==> src/rtl/ball_control_param_if.sv <==
// Ball engine bus: frame/serve/racket/screen inputs and ball/score/status outputs.
// master: the side that drives the game inputs (screen selector, players, video timing).
// slave : the ball engine itself.
interface ball_control_param_if;
  logic        end_of_frame;
  logic        serve;
  logic [9:0]  pos_of_player_1;
  logic [9:0]  pos_of_player_2;
  logic        screen_idle;
  logic        screen_single;
  logic        screen_multi;
  logic [3:0]  points_player_1;
  logic [3:0]  points_player_2;
  logic [10:0] x_pos_of_ball;
  logic [10:0] y_pos_of_ball;
  logic        hit_p1;
  logic        hit_p2;
  logic        game_over;
  logic        winner;

  modport master (
    output end_of_frame, serve, pos_of_player_1, pos_of_player_2,
           screen_idle, screen_single, screen_multi,
    input  points_player_1, points_player_2, x_pos_of_ball, y_pos_of_ball,
           hit_p1, hit_p2, game_over, winner
  );

  modport slave (
    input  end_of_frame, serve, pos_of_player_1, pos_of_player_2,
           screen_idle, screen_single, screen_multi,
    output points_player_1, points_player_2, x_pos_of_ball, y_pos_of_ball,
           hit_p1, hit_p2, game_over, winner
  );
endinterface

==> src/rtl/ball_control_param.sv <==
// Pong ball engine: moves the ball once per frame, bounces off edges/rackets,
// scores misses and stops the game at WIN_POINTS.
// Ports:
//   clk65MHz - system clock
//   rst      - asynchronous active-high reset
//   bus      - ball_control_param_if.slave (frame pulse, serve, rackets, screen
//              mode in; ball position, scores, hit pulses, game_over/winner out)
module ball_control_param #(
  parameter int unsigned H_RES        = 1024,
  parameter int unsigned V_RES        = 768,
  parameter int unsigned BALL_SIZE    = 15,
  parameter int unsigned RACKET_H     = 80,
  parameter int unsigned X_P2_BOUNCE  = 100,
  parameter int unsigned X_P1_BOUNCE  = 923,
  parameter int unsigned STEP_Y       = 3,
  parameter int unsigned STEP_X_MIN   = 4,
  parameter int unsigned STEP_X_MAX   = 12,
  parameter int unsigned SCORE_FRAMES = 60,
  parameter int unsigned WIN_POINTS   = 10
) (
  input  logic               clk65MHz,
  input  logic               rst,
  ball_control_param_if.slave bus
);

  localparam int unsigned CNT_W = (SCORE_FRAMES > 1) ? $clog2(SCORE_FRAMES) : 1;

  localparam logic [10:0]        XC       = 11'((H_RES - BALL_SIZE) / 2);
  localparam logic [10:0]        YC       = 11'((V_RES - BALL_SIZE) / 2);
  localparam logic [10:0]        Y_MAX    = 11'(V_RES - BALL_SIZE);
  localparam logic [10:0]        X_HIT_P1 = 11'(X_P1_BOUNCE - BALL_SIZE);
  localparam logic [10:0]        X_HIT_P2 = 11'(X_P2_BOUNCE);
  localparam logic signed [11:0] Y_MAX_S  = 12'(V_RES - BALL_SIZE);
  localparam logic signed [11:0] BALL_S   = 12'(BALL_SIZE);
  localparam logic signed [11:0] RACKET_S = 12'(RACKET_H);
  localparam logic signed [11:0] XP1_S    = 12'(X_P1_BOUNCE);
  localparam logic signed [11:0] XP2_S    = 12'(X_P2_BOUNCE);
  localparam logic signed [11:0] STEP_Y_S = 12'(STEP_Y);
  localparam logic [7:0]         VX_MIN   = 8'(STEP_X_MIN);
  localparam logic [7:0]         VX_MAX   = 8'(STEP_X_MAX);
  localparam logic [3:0]         WIN_P    = 4'(WIN_POINTS);
  localparam logic [CNT_W-1:0]   CNT_LAST = CNT_W'(SCORE_FRAMES - 1);

  typedef enum logic [2:0] {IDLE, START, FLY, SCORE, WIN} state_t;

  state_t           state;
  logic             dir_right;   // 1: moving toward player 1
  logic             dir_down;
  logic             serve_down;  // vertical direction of the next serve
  logic [7:0]       vx;
  logic [CNT_W-1:0] frame_cnt;

  logic signed [11:0] x_cur, y_cur, vx_s, x_nxt, y_nxt, p1_top, p2_top;
  logic               cross_p1, cross_p2, hit_ok_p1, hit_ok_p2;
  logic               single_mode, miss, force_idle;
  logic [7:0]         vx_up;

  // Candidate move for this frame and the racket tests against the current y
  always_comb begin
    x_cur       = $signed({1'b0, bus.x_pos_of_ball});
    y_cur       = $signed({1'b0, bus.y_pos_of_ball});
    vx_s        = $signed({4'b0000, vx});
    p1_top      = $signed({2'b00, bus.pos_of_player_1});
    p2_top      = $signed({2'b00, bus.pos_of_player_2});
    x_nxt       = dir_right ? (x_cur + vx_s) : (x_cur - vx_s);
    y_nxt       = dir_down ? (y_cur + STEP_Y_S) : (y_cur - STEP_Y_S);
    cross_p1    = dir_right && ((x_nxt + BALL_S) > XP1_S);
    cross_p2    = !dir_right && (x_nxt < XP2_S);
    hit_ok_p1   = ((y_cur + BALL_S) >= p1_top) && (y_cur <= (p1_top + RACKET_S));
    hit_ok_p2   = ((y_cur + BALL_S) >= p2_top) && (y_cur <= (p2_top + RACKET_S));
    single_mode = bus.screen_single;
    miss        = (cross_p1 && !hit_ok_p1) || (cross_p2 && !single_mode && !hit_ok_p2);
    vx_up       = (vx >= VX_MAX) ? VX_MAX : (vx + 8'd1);
    force_idle  = bus.screen_idle || !(bus.screen_single || bus.screen_multi);
  end

  // Game FSM with registered outputs
  always_ff @(posedge clk65MHz or posedge rst) begin
    if (rst) begin
      state               <= IDLE;
      bus.x_pos_of_ball   <= XC;
      bus.y_pos_of_ball   <= YC;
      bus.points_player_1 <= 4'd0;
      bus.points_player_2 <= 4'd0;
      bus.hit_p1          <= 1'b0;
      bus.hit_p2          <= 1'b0;
      bus.game_over       <= 1'b0;
      bus.winner          <= 1'b0;
      vx                  <= VX_MIN;
      dir_right           <= 1'b1;
      dir_down            <= 1'b1;
      serve_down          <= 1'b1;
      frame_cnt           <= '0;
    end else begin
      bus.hit_p1 <= 1'b0;
      bus.hit_p2 <= 1'b0;
      if (force_idle) begin
        state               <= IDLE;
        bus.x_pos_of_ball   <= XC;
        bus.y_pos_of_ball   <= YC;
        bus.points_player_1 <= 4'd0;
        bus.points_player_2 <= 4'd0;
        bus.game_over       <= 1'b0;
        vx                  <= VX_MIN;
        dir_right           <= 1'b1;
        dir_down            <= 1'b1;
        serve_down          <= 1'b1;
      end else begin
        unique case (state)
          IDLE: state <= START;

          START: begin
            bus.x_pos_of_ball <= XC;
            bus.y_pos_of_ball <= YC;
            vx                <= VX_MIN;
            if (bus.serve) begin
              state      <= FLY;
              dir_down   <= serve_down;
              serve_down <= ~serve_down;
            end
          end

          FLY: if (bus.end_of_frame) begin
            if (miss) begin
              // Ball freezes in place; next serve heads toward the conceding player
              state     <= SCORE;
              frame_cnt <= '0;
              if (cross_p1) begin
                dir_right <= 1'b1;
                if (bus.points_player_2 < WIN_P) bus.points_player_2 <= bus.points_player_2 + 4'd1;
              end else begin
                dir_right <= 1'b0;
                if (bus.points_player_1 < WIN_P) bus.points_player_1 <= bus.points_player_1 + 4'd1;
              end
            end else begin
              if (y_nxt <= 12'sd0) begin
                bus.y_pos_of_ball <= 11'd0;
                dir_down          <= 1'b1;
              end else if (y_nxt >= Y_MAX_S) begin
                bus.y_pos_of_ball <= Y_MAX;
                dir_down          <= 1'b0;
              end else begin
                bus.y_pos_of_ball <= y_nxt[10:0];
              end
              if (cross_p1) begin
                bus.x_pos_of_ball <= X_HIT_P1;
                dir_right         <= 1'b0;
                bus.hit_p1        <= 1'b1;
                vx                <= vx_up;
              end else if (cross_p2) begin
                // Single-player wall reflects without speeding up
                bus.x_pos_of_ball <= X_HIT_P2;
                dir_right         <= 1'b1;
                bus.hit_p2        <= 1'b1;
                if (!single_mode) vx <= vx_up;
              end else begin
                bus.x_pos_of_ball <= x_nxt[10:0];
              end
            end
          end

          SCORE: if (bus.end_of_frame) begin
            if (frame_cnt == CNT_LAST) begin
              bus.x_pos_of_ball <= XC;
              bus.y_pos_of_ball <= YC;
              if ((bus.points_player_1 == WIN_P) || (bus.points_player_2 == WIN_P)) begin
                state         <= WIN;
                bus.game_over <= 1'b1;
                bus.winner    <= (bus.points_player_2 == WIN_P);
              end else begin
                state <= START;
              end
            end else begin
              frame_cnt <= frame_cnt + CNT_W'(1);
            end
          end

          WIN: begin
            bus.x_pos_of_ball <= XC;
            bus.y_pos_of_ball <= YC;
            if (bus.serve) begin
              bus.points_player_1 <= 4'd0;
              bus.points_player_2 <= 4'd0;
              bus.game_over       <= 1'b0;
              state               <= START;
            end
          end

          default: state <= IDLE;
        endcase
      end
    end
  end

endmodule

==> src/flat_wrapper.sv <==
// flat-port wrapper written by rule: the top's interface ports become plain ports
module ball_control_param_flat 
#(
  parameter int unsigned H_RES        = 1024,
  parameter int unsigned V_RES        = 768,
  parameter int unsigned BALL_SIZE    = 15,
  parameter int unsigned RACKET_H     = 80,
  parameter int unsigned X_P2_BOUNCE  = 100,
  parameter int unsigned X_P1_BOUNCE  = 923,
  parameter int unsigned STEP_Y       = 3,
  parameter int unsigned STEP_X_MIN   = 4,
  parameter int unsigned STEP_X_MAX   = 12,
  parameter int unsigned SCORE_FRAMES = 60,
  parameter int unsigned WIN_POINTS   = 10
)
  (clk65MHz, rst, bus_end_of_frame, bus_serve, bus_pos_of_player_1, bus_pos_of_player_2, bus_screen_idle, bus_screen_single, bus_screen_multi, bus_points_player_1, bus_points_player_2, bus_x_pos_of_ball, bus_y_pos_of_ball, bus_hit_p1, bus_hit_p2, bus_game_over, bus_winner);
  ball_control_param_if bus_i ();
  input  logic clk65MHz;
  input  logic rst;
  input wire logic [$bits(bus_i.end_of_frame)-1:0] bus_end_of_frame;
  input wire logic [$bits(bus_i.serve)-1:0] bus_serve;
  input wire logic [$bits(bus_i.pos_of_player_1)-1:0] bus_pos_of_player_1;
  input wire logic [$bits(bus_i.pos_of_player_2)-1:0] bus_pos_of_player_2;
  input wire logic [$bits(bus_i.screen_idle)-1:0] bus_screen_idle;
  input wire logic [$bits(bus_i.screen_single)-1:0] bus_screen_single;
  input wire logic [$bits(bus_i.screen_multi)-1:0] bus_screen_multi;
  output wire logic [$bits(bus_i.points_player_1)-1:0] bus_points_player_1;
  output wire logic [$bits(bus_i.points_player_2)-1:0] bus_points_player_2;
  output wire logic [$bits(bus_i.x_pos_of_ball)-1:0] bus_x_pos_of_ball;
  output wire logic [$bits(bus_i.y_pos_of_ball)-1:0] bus_y_pos_of_ball;
  output wire logic [$bits(bus_i.hit_p1)-1:0] bus_hit_p1;
  output wire logic [$bits(bus_i.hit_p2)-1:0] bus_hit_p2;
  output wire logic [$bits(bus_i.game_over)-1:0] bus_game_over;
  output wire logic [$bits(bus_i.winner)-1:0] bus_winner;
  assign bus_i.end_of_frame = bus_end_of_frame;
  assign bus_i.serve = bus_serve;
  assign bus_i.pos_of_player_1 = bus_pos_of_player_1;
  assign bus_i.pos_of_player_2 = bus_pos_of_player_2;
  assign bus_i.screen_idle = bus_screen_idle;
  assign bus_i.screen_single = bus_screen_single;
  assign bus_i.screen_multi = bus_screen_multi;
  assign bus_points_player_1 = bus_i.points_player_1;
  assign bus_points_player_2 = bus_i.points_player_2;
  assign bus_x_pos_of_ball = bus_i.x_pos_of_ball;
  assign bus_y_pos_of_ball = bus_i.y_pos_of_ball;
  assign bus_hit_p1 = bus_i.hit_p1;
  assign bus_hit_p2 = bus_i.hit_p2;
  assign bus_game_over = bus_i.game_over;
  assign bus_winner = bus_i.winner;
  ball_control_param #(.H_RES(H_RES), .V_RES(V_RES), .BALL_SIZE(BALL_SIZE), .RACKET_H(RACKET_H), .X_P2_BOUNCE(X_P2_BOUNCE), .X_P1_BOUNCE(X_P1_BOUNCE), .STEP_Y(STEP_Y), .STEP_X_MIN(STEP_X_MIN), .STEP_X_MAX(STEP_X_MAX), .SCORE_FRAMES(SCORE_FRAMES), .WIN_POINTS(WIN_POINTS)) u_core (.clk65MHz(clk65MHz), .rst(rst), .bus(bus_i));
endmodule
==> config.mk <==
export PLATFORM = sky130hd
export DESIGN_NAME = ball_control_param_flat
export DESIGN_NICKNAME = d
export VERILOG_FILES = /design/src/rtl/ball_control_param_if.sv /design/src/rtl/ball_control_param.sv /design/src/flat_wrapper.sv
export SDC_FILE = /design/constraint.sdc
export NUM_CORES = 1
export LEC_CHECK = 0
export ABC_AREA = 0
export BUFFER_PORTS_ARGS = -buffer_cell sky130_fd_sc_hd__buf_4
export CAP_MARGIN = 25
export CORE_UTILIZATION = 55
export CTS_BUF_LIST = sky130_fd_sc_hd__clkbuf_4 sky130_fd_sc_hd__clkbuf_8 sky130_fd_sc_hd__clkbuf_16
export DETAILED_ROUTE_END_ITERATION = 7
export HOLD_SLACK_MARGIN = 0.05
export PLACE_DENSITY_LB_ADDON = 0.05
export SLEW_MARGIN = 40
export SYNTH_ARGS = -nofsm -noshare
export SYNTH_HDL_FRONTEND = slang
export SYNTH_SLANG_ARGS = --single-unit
==> constraint.sdc <==
create_clock -name clk65MHz -period 5.3 [get_ports clk65MHz]
set_input_delay 0.265 -clock clk65MHz [delete_from_list [all_inputs] [get_ports clk65MHz]]
set_output_delay 0.265 -clock clk65MHz [all_outputs]
set_load 0.005 [all_outputs]
Word-level counts from Yosys, hierarchy flattened --
Index checks and enable logic that the tools add are counted.
Word-level totals: register bits 54, bits in latches 0, bits in writable memories 0, ROM bits 0, input bits 27, output and inout bits 34, logic and storage cells 190, memories 0
Cells by class: add/sub/neg operators 12, multiply operators 0, div/mod/pow operators 0, order comparisons 11, equal/unequal tests 26, shift operators 0, mux-type cells 86, bitwise gates (word level) 2, reduce and logical (&&, ||, !) cells 39
Operator list (count):
- 11-bit two-way mux | 14
- 11-bit one-hot mux with 3 select lines | 2
- 8-bit two-way mux | 7
- 4-bit two-way mux | 11
- 1-bit two-way mux | 31
- 5-bit AND reduction | 5
- 12-bit by 11-bit >= comparator with 1-bit output | 2
- 12-bit less-or-equal comparator | 2
- 12-bit two-way mux | 2
- 3-bit two-way mux | 8
- 6-bit two-way mux | 4
- 6-bit AND reduction | 4
- 10-bit by 7-bit adder with 11-bit output, second input constant | 2
- 3-bit by 1-bit != test with 1-bit output, second input constant | 6
- 4-bit one-hot mux with 2 select lines | 2
- 8-bit one-hot mux with 2 select lines | 1
- 3-bit one-hot mux with 5 select lines | 1
- 11-bit by 2-bit adder with 12-bit output, second input constant | 1
- 11-bit by 4-bit adder with 12-bit output, second input constant | 1
- 11-bit by 8-bit adder with 12-bit output | 1
- 12-bit by 5-bit adder with 12-bit output, second input constant | 1
- 12-bit by 11-bit >= comparator with 1-bit output, second input constant | 1
- 12-bit by 11-bit greater-than comparator with 1-bit output, second input constant | 1
- 12-bit by 1-bit less-or-equal comparator with 1-bit output, second input constant | 1
- other kinds (32) | 65

Longest topological paths before layout --
depth after elaboration 11, depth in mapped cells 17, depth with buffers taken out 17

Worst setup path before layout --
OpenSTA, ideal clock, no wires.
kind register to register, start reg u_core.vx[0], end reg u_core.vx[0], setup time 0.125 ns, arrival time 3.710 ns, data required time 5.175 ns, slack 1.465 ns, stages on the path, launching flop included 17, path buffers 0, period minus slack after synthesis 3.835 ns, path through dfrtp_1 -> inv_1 -> ha_1 -> inv_1 -> o21ai_0 -> inv_1 -> fa_1 -> nand2b_1 -> a2111o_1 -> o311ai_2 -> nand3_2 -> o41ai_4 -> a211oi_2 -> a31o_4 -> o21ai_4 -> nand2_4 -> mux2_4
Between the ends: cells in the longest elaborated chain, start to end 10, elaborated cells between the ends (all ways) 26, those cells by class add/sub (4); order compare (3); eq/ne (3); mux (9); reduce/logical (7)
RTL lines:
- start, declared | line ball_control_param.sv:50 | logic [7:0] vx;
- start signal, assigned | line ball_control_param.sv:149 | vx <= vx_up;
- start signal, assigned | line ball_control_param.sv:155 | if (!single_mode) vx <= vx_up;
- 11-bit by 8-bit subtractor with 12-bit output / 11-bit by 8-bit adder with 12-bit output (equally long branches) | line ball_control_param.sv:65 | x_nxt = dir_right ? (x_cur + vx_s) : (x_cur - vx_s);
- 12-bit two-way mux | line ball_control_param.sv:65
- 12-bit by 5-bit adder with 12-bit output | line ball_control_param.sv:67 | cross_p1 = dir_right && ((x_nxt + BALL_S) > XP1_S);
- 12-bit by 11-bit greater-than comparator with 1-bit output | line ball_control_param.sv:67
- 1-bit logical AND | line ball_control_param.sv:67
- 8-bit two-way mux | line ball_control_param.sv:145 | if (cross_p1) begin
- 8-bit two-way mux | line ball_control_param.sv:124 | if (miss) begin
- 8-bit two-way mux | line ball_control_param.sv:123 | FLY: if (bus.end_of_frame) begin
- 8-bit one-hot mux with 2 select lines | line ball_control_param.sv:109 | unique case (state)
- 8-bit two-way mux | line ball_control_param.sv:97 | if (force_idle) begin
Several ways; a longest one is shown, not always the timed one. The select of a mux whose other input is x is not followed. A chain may end at the register's enable or synchronous reset.

Final worst setup path --
start reg u_core.vx[0], end reg u_core.bus.x_pos_of_ball[5]
Between the ends: cells in the longest elaborated chain, start to end 10, elaborated cells between the ends (all ways) 20, those cells by class add/sub (3); order compare (2); eq/ne (1); mux (7); reduce/logical (7)
RTL lines:
- 11-bit by 8-bit subtractor with 12-bit output / 11-bit by 8-bit adder with 12-bit output (equally long branches) | line ball_control_param.sv:65
- 12-bit two-way mux * | line ball_control_param.sv:65
- 12-bit by 5-bit adder with 12-bit output / 12-bit by 8-bit < comparator with 1-bit output (equally long branches) | line ball_control_param.sv:67, ball_control_param.sv:68
- 12-bit by 11-bit greater-than comparator with 1-bit output / 1-bit logical AND (equally long branches) | line ball_control_param.sv:67, ball_control_param.sv:68
- 1-bit logical AND / 11-bit two-way mux (equally long branches) | line ball_control_param.sv:67, ball_control_param.sv:150
- 11-bit two-way mux | line ball_control_param.sv:145
- 11-bit two-way mux | line ball_control_param.sv:124
- 11-bit two-way mux | line ball_control_param.sv:123
- 11-bit one-hot mux with 3 select lines | line ball_control_param.sv:109
- 11-bit two-way mux | line ball_control_param.sv:97
- end signal, assigned | line ball_control_param.sv:157 | bus.x_pos_of_ball <= x_nxt[10:0];
- end, declared | line ball_control_param_if.sv:31 | output points_player_1, points_player_2, x_pos_of_ball, y_pos_of_ball,
Mark *: on every way between the ends. The rest lies on a longest branch, timed or not. The select of a mux whose other input is x is not followed.

==> impl_results.md <==
* Status: finished, final reports clean
* Critical path type: flip-flop to flip-flop
* Bufs and invs on worst path at 1
* Clock sinks at 54
* PwrDens at 208 mW/mm²
* CTS tree: done
* Clock skew at 0.0131 ns
* RSZ-0062 raised after global routing: no
* Post-Synth Simple-Gate Area at 20.1%
* WHS at 0.109 ns
* Port-buffer cells at 60
* Crit path time final at 4.64 ns
* Mux cell area share after synthesis at 1.68%
* Slew HR at 48.6%
* Residual DRC at 0
* Grt ovf at 0
* Largest family of logic cells by synthesized area: compound AO/OA/AOI/OAI gates
* DR vias at 5242
* Fmax at 0.215 GHz
* Post-synth EDFFs at 0
* Final Hold Vio Count at 0
* Post-CTS Hold Buffers at 0
* Leakage power at 3.03 nW
* Cell Count, Final, Fillers Out at 859
* Share of the synthesized area in the top cell type at 17.7%
* Register area share after synthesis at 24.5%
* Required time of the worst setup path at 5.57 ns
* Top Family by Delay on Critical Path: compound AO/OA/AOI/OAI gates
* Post-Place Cells at 851
* Fraction of registers with async set/reset at 100%
* Avg Synthesized Cell Area at 8.44 µm²
* WL final at 14700 µm
* CP cell instances: inv_1 > ha_1 > nor3b_1 > nor2_1 > xnor2_1 > ha_1 > o21ai_1 > a211oi_2 > nor3_1 > xor2_1 > a2111o_1 > a211oi_2 > a311oi_4 > o21ai_2 > a211oi_1 > a21o_1
* Synth Area in Compound Gates at 24.8%
* H-tree depth at 2
* Die X at 103 µm
* Hpwl dp at 11500 µm
* Syn Nets at 770
* Slowest-stage cell, CP: o21ai_2
* RePlAce Congestion at 0.917
* IO Count at 61
* Via/cell ratio at 6.10
* Reg2reg setup slack at 0.66 ns
* Worst Setup End Kind: flip-flop
* Peak VDD IR at 0.000144 V
* Synth Area in Adders at 18.4%
* Synth warnings at 0
* Period utilization at 87.6%
* CP startpoint kind: flip-flop
* Synthesized area at 0.00559 mm²
* Fill count at 897
* Post-DR wirelength/cell at 17.1 µm
* DRT iter0 DRCs at 194
* CTS buffer count at 5
* Tightest Pin Transition at 0.770 ns
* Die height at 103 µm
* Post-CTS Repair Setup Buffers at 0
* Synth Register Bits at 54
* Cells after synthesis at 662
* Initial Util at 56.9%
* Number of max-cap violations at 0
* Drt first pass iters at 5
* Global Route Usage Sum at 28.3%
* First-pass GRT wire length at 23400 µm
* Diodes inserted at 0
* Unique masters post-synth at 82
* CTS Buffer Depth at 2
* Fin nets at 833
* Insertion delay to the later sink of the worst-skew pair at 0.33 ns
* Primary FF master, synth: dfrtp_1
* Placeable Area at 0.00982 mm²
* Final setup violation count at 0
* Area contributors post-synth: ha_1, dfrtp_1, dfstp_2
* ANT nets after route at 0
* Worst path max stage delay at 0.64 ns
* Hold WC Path Type: primary input to asynchronous set/reset pin
* Worst path arrival time at 4.91 ns
* Std cell rows at 36
* Area delta synth->final at 12.5%
* Post-cts resize count at 0
* CP max FO at 17
* Share of layout cells above drive strength 1 at 16.4%
* Clk slew on worst S/H paths at 0.12 ns
* Post-Synth XOR/XNOR Area at 6.58%
* Setup TNS at 0 ns
* Clock Root Buffer: clkbuf_8
* Largest net degree at the start of global routing at 55
* Full die area at 0.0106 mm²
* Final Max Slew Viols at 0
* Most area-hungry cell type in the Yosys netlist: ha_1
* Initial antenna violation count at 0
* Vias in the first global route at 4762
==> worst paths after layout <==
path                                                              to                               startpoint  cells past startpoint
setup / recovery             u_core.bus.x_pos_of_ball[5]$_DFFE_PP1P_                 u_core.vx[0]$_DFFE_PP0P_                     16
hold / removal                              u_core.vx[0]$_DFFE_PP0P_                                      rst                      3
setup reg to reg             u_core.bus.x_pos_of_ball[5]$_DFFE_PP1P_                 u_core.vx[0]$_DFFE_PP0P_                     16
hold reg to reg              u_core.bus.x_pos_of_ball[6]$_DFFE_PP1P_  u_core.bus.x_pos_of_ball[6]$_DFFE_PP1P_                      2
max in group asynchronous  u_core.bus.points_player_2[2]$_DFFE_PP0P_                                      rst                      3
min in group clk65MHz                    u_core.state[2]$_DFFE_PP0P_                                bus_serve                      2
==> cells by family after synthesis <==
| group | count (synthesis) |
|---|---|
| AND/OR/NAND/NOR | 229 |
| AO/OA/AOI/OAI | 192 |
| adder cells (fa/ha/maj) | 81 |
| buffers and inverters | 56 |
| flip-flops | 54 |
| XOR/XNOR | 42 |
| multiplexers | 8 |
==> final cells by class <==
type	instances	area, µm²	area share, %
Multi-Input combinational cell	552	4000	63.7
Clock inverter	3	26.3	0.418
Sequential cell	54	1370	21.8
Inverter	50	188	2.99
Tap cell	133	166	2.65
Timing Repair Buffer	62	465	7.40
Clock buffer	5	68.8	1.09
==> cells in the mapped netlist (9+ instances only) <==
library cell,count
a21o_1,18
a21oi_1,48
a31oi_1,10
dfrtp_1,39
dfstp_2,15
ha_1,79
inv_1,50
nand2_1,58
nand3_1,16
nand4_1,9
nor2_1,69
nor2b_1,9
nor3_1,16
o21ai_0,29
xnor2_1,23
xor2_1,19
==> power by group <==
group / internal [mW] / switching (mW)
Sequential: 0.455 / 0.0635
Clock: 0.0978 / 0.159
Combinational: 0.230 / 0.301
==> tightest hold or removal path, stage by stage <==
cell and delay, ns:
buf_4 0.11, inv_2 0.03, buf_4 0.54
==> through the flow <==
step	utilization (%)	power (mW)	instance area [µm²]	worst slack, ns
floorplan	-	0.891	5590	1.47
CTS	64.0	1.31	6280	0.736
detailed placement	63.0	1.05	6180	0.794
finish	64.0	1.30	6290	0.656
global route	64.0	1.40	6290	0.377
global placement	63.0	1.03	6180	0.865
==> sequential cells by signal (all words and copies together) (netlist names), 3 cells and up <==
register	flops
u_core.state	3
u_core.bus.y_pos_of_ball	11
u_core.frame_cnt	6
u_core.bus.points_player_2	4
u_core.vx	8
u_core.bus.points_player_1	4
u_core.bus.x_pos_of_ball	11
==> routing by layer <==
| layer | wire (µm) | vias to the layer above | track usage [%] |
|---|---|---|---|
| met1 | 6960 | 2547 | 39.6 |
| li1 | - | 2553 | - |
| met3 | 659 | 12 | 2.64 |
| met2 | 6900 | 130 | 48.4 |
| met4 | 136 | 0 | 4.88 |
| met5 | 0 | - | 0 |
==> layout by cell type (no fill, tap or decap), types with 6 or more instances in the layout <==
cell      instances
a21o_1           18
a21oi_1          48
a31oi_1          10
and2_1            6
buf_4            62
dfrtp_1          39
dfstp_2          15
ha_1             79
inv_1            49
nand2_1          58
nand2b_1          7
nand3_1          16
nand4_1           9
nor2_1           69
nor2b_1           9
nor3_1           16
nor4_1            6
o21a_1            7
o21ai_0          29
o21ai_1           6
o31ai_1           7
xnor2_1          23
xor2_1           19
Power figures use the tool's default switching activity.
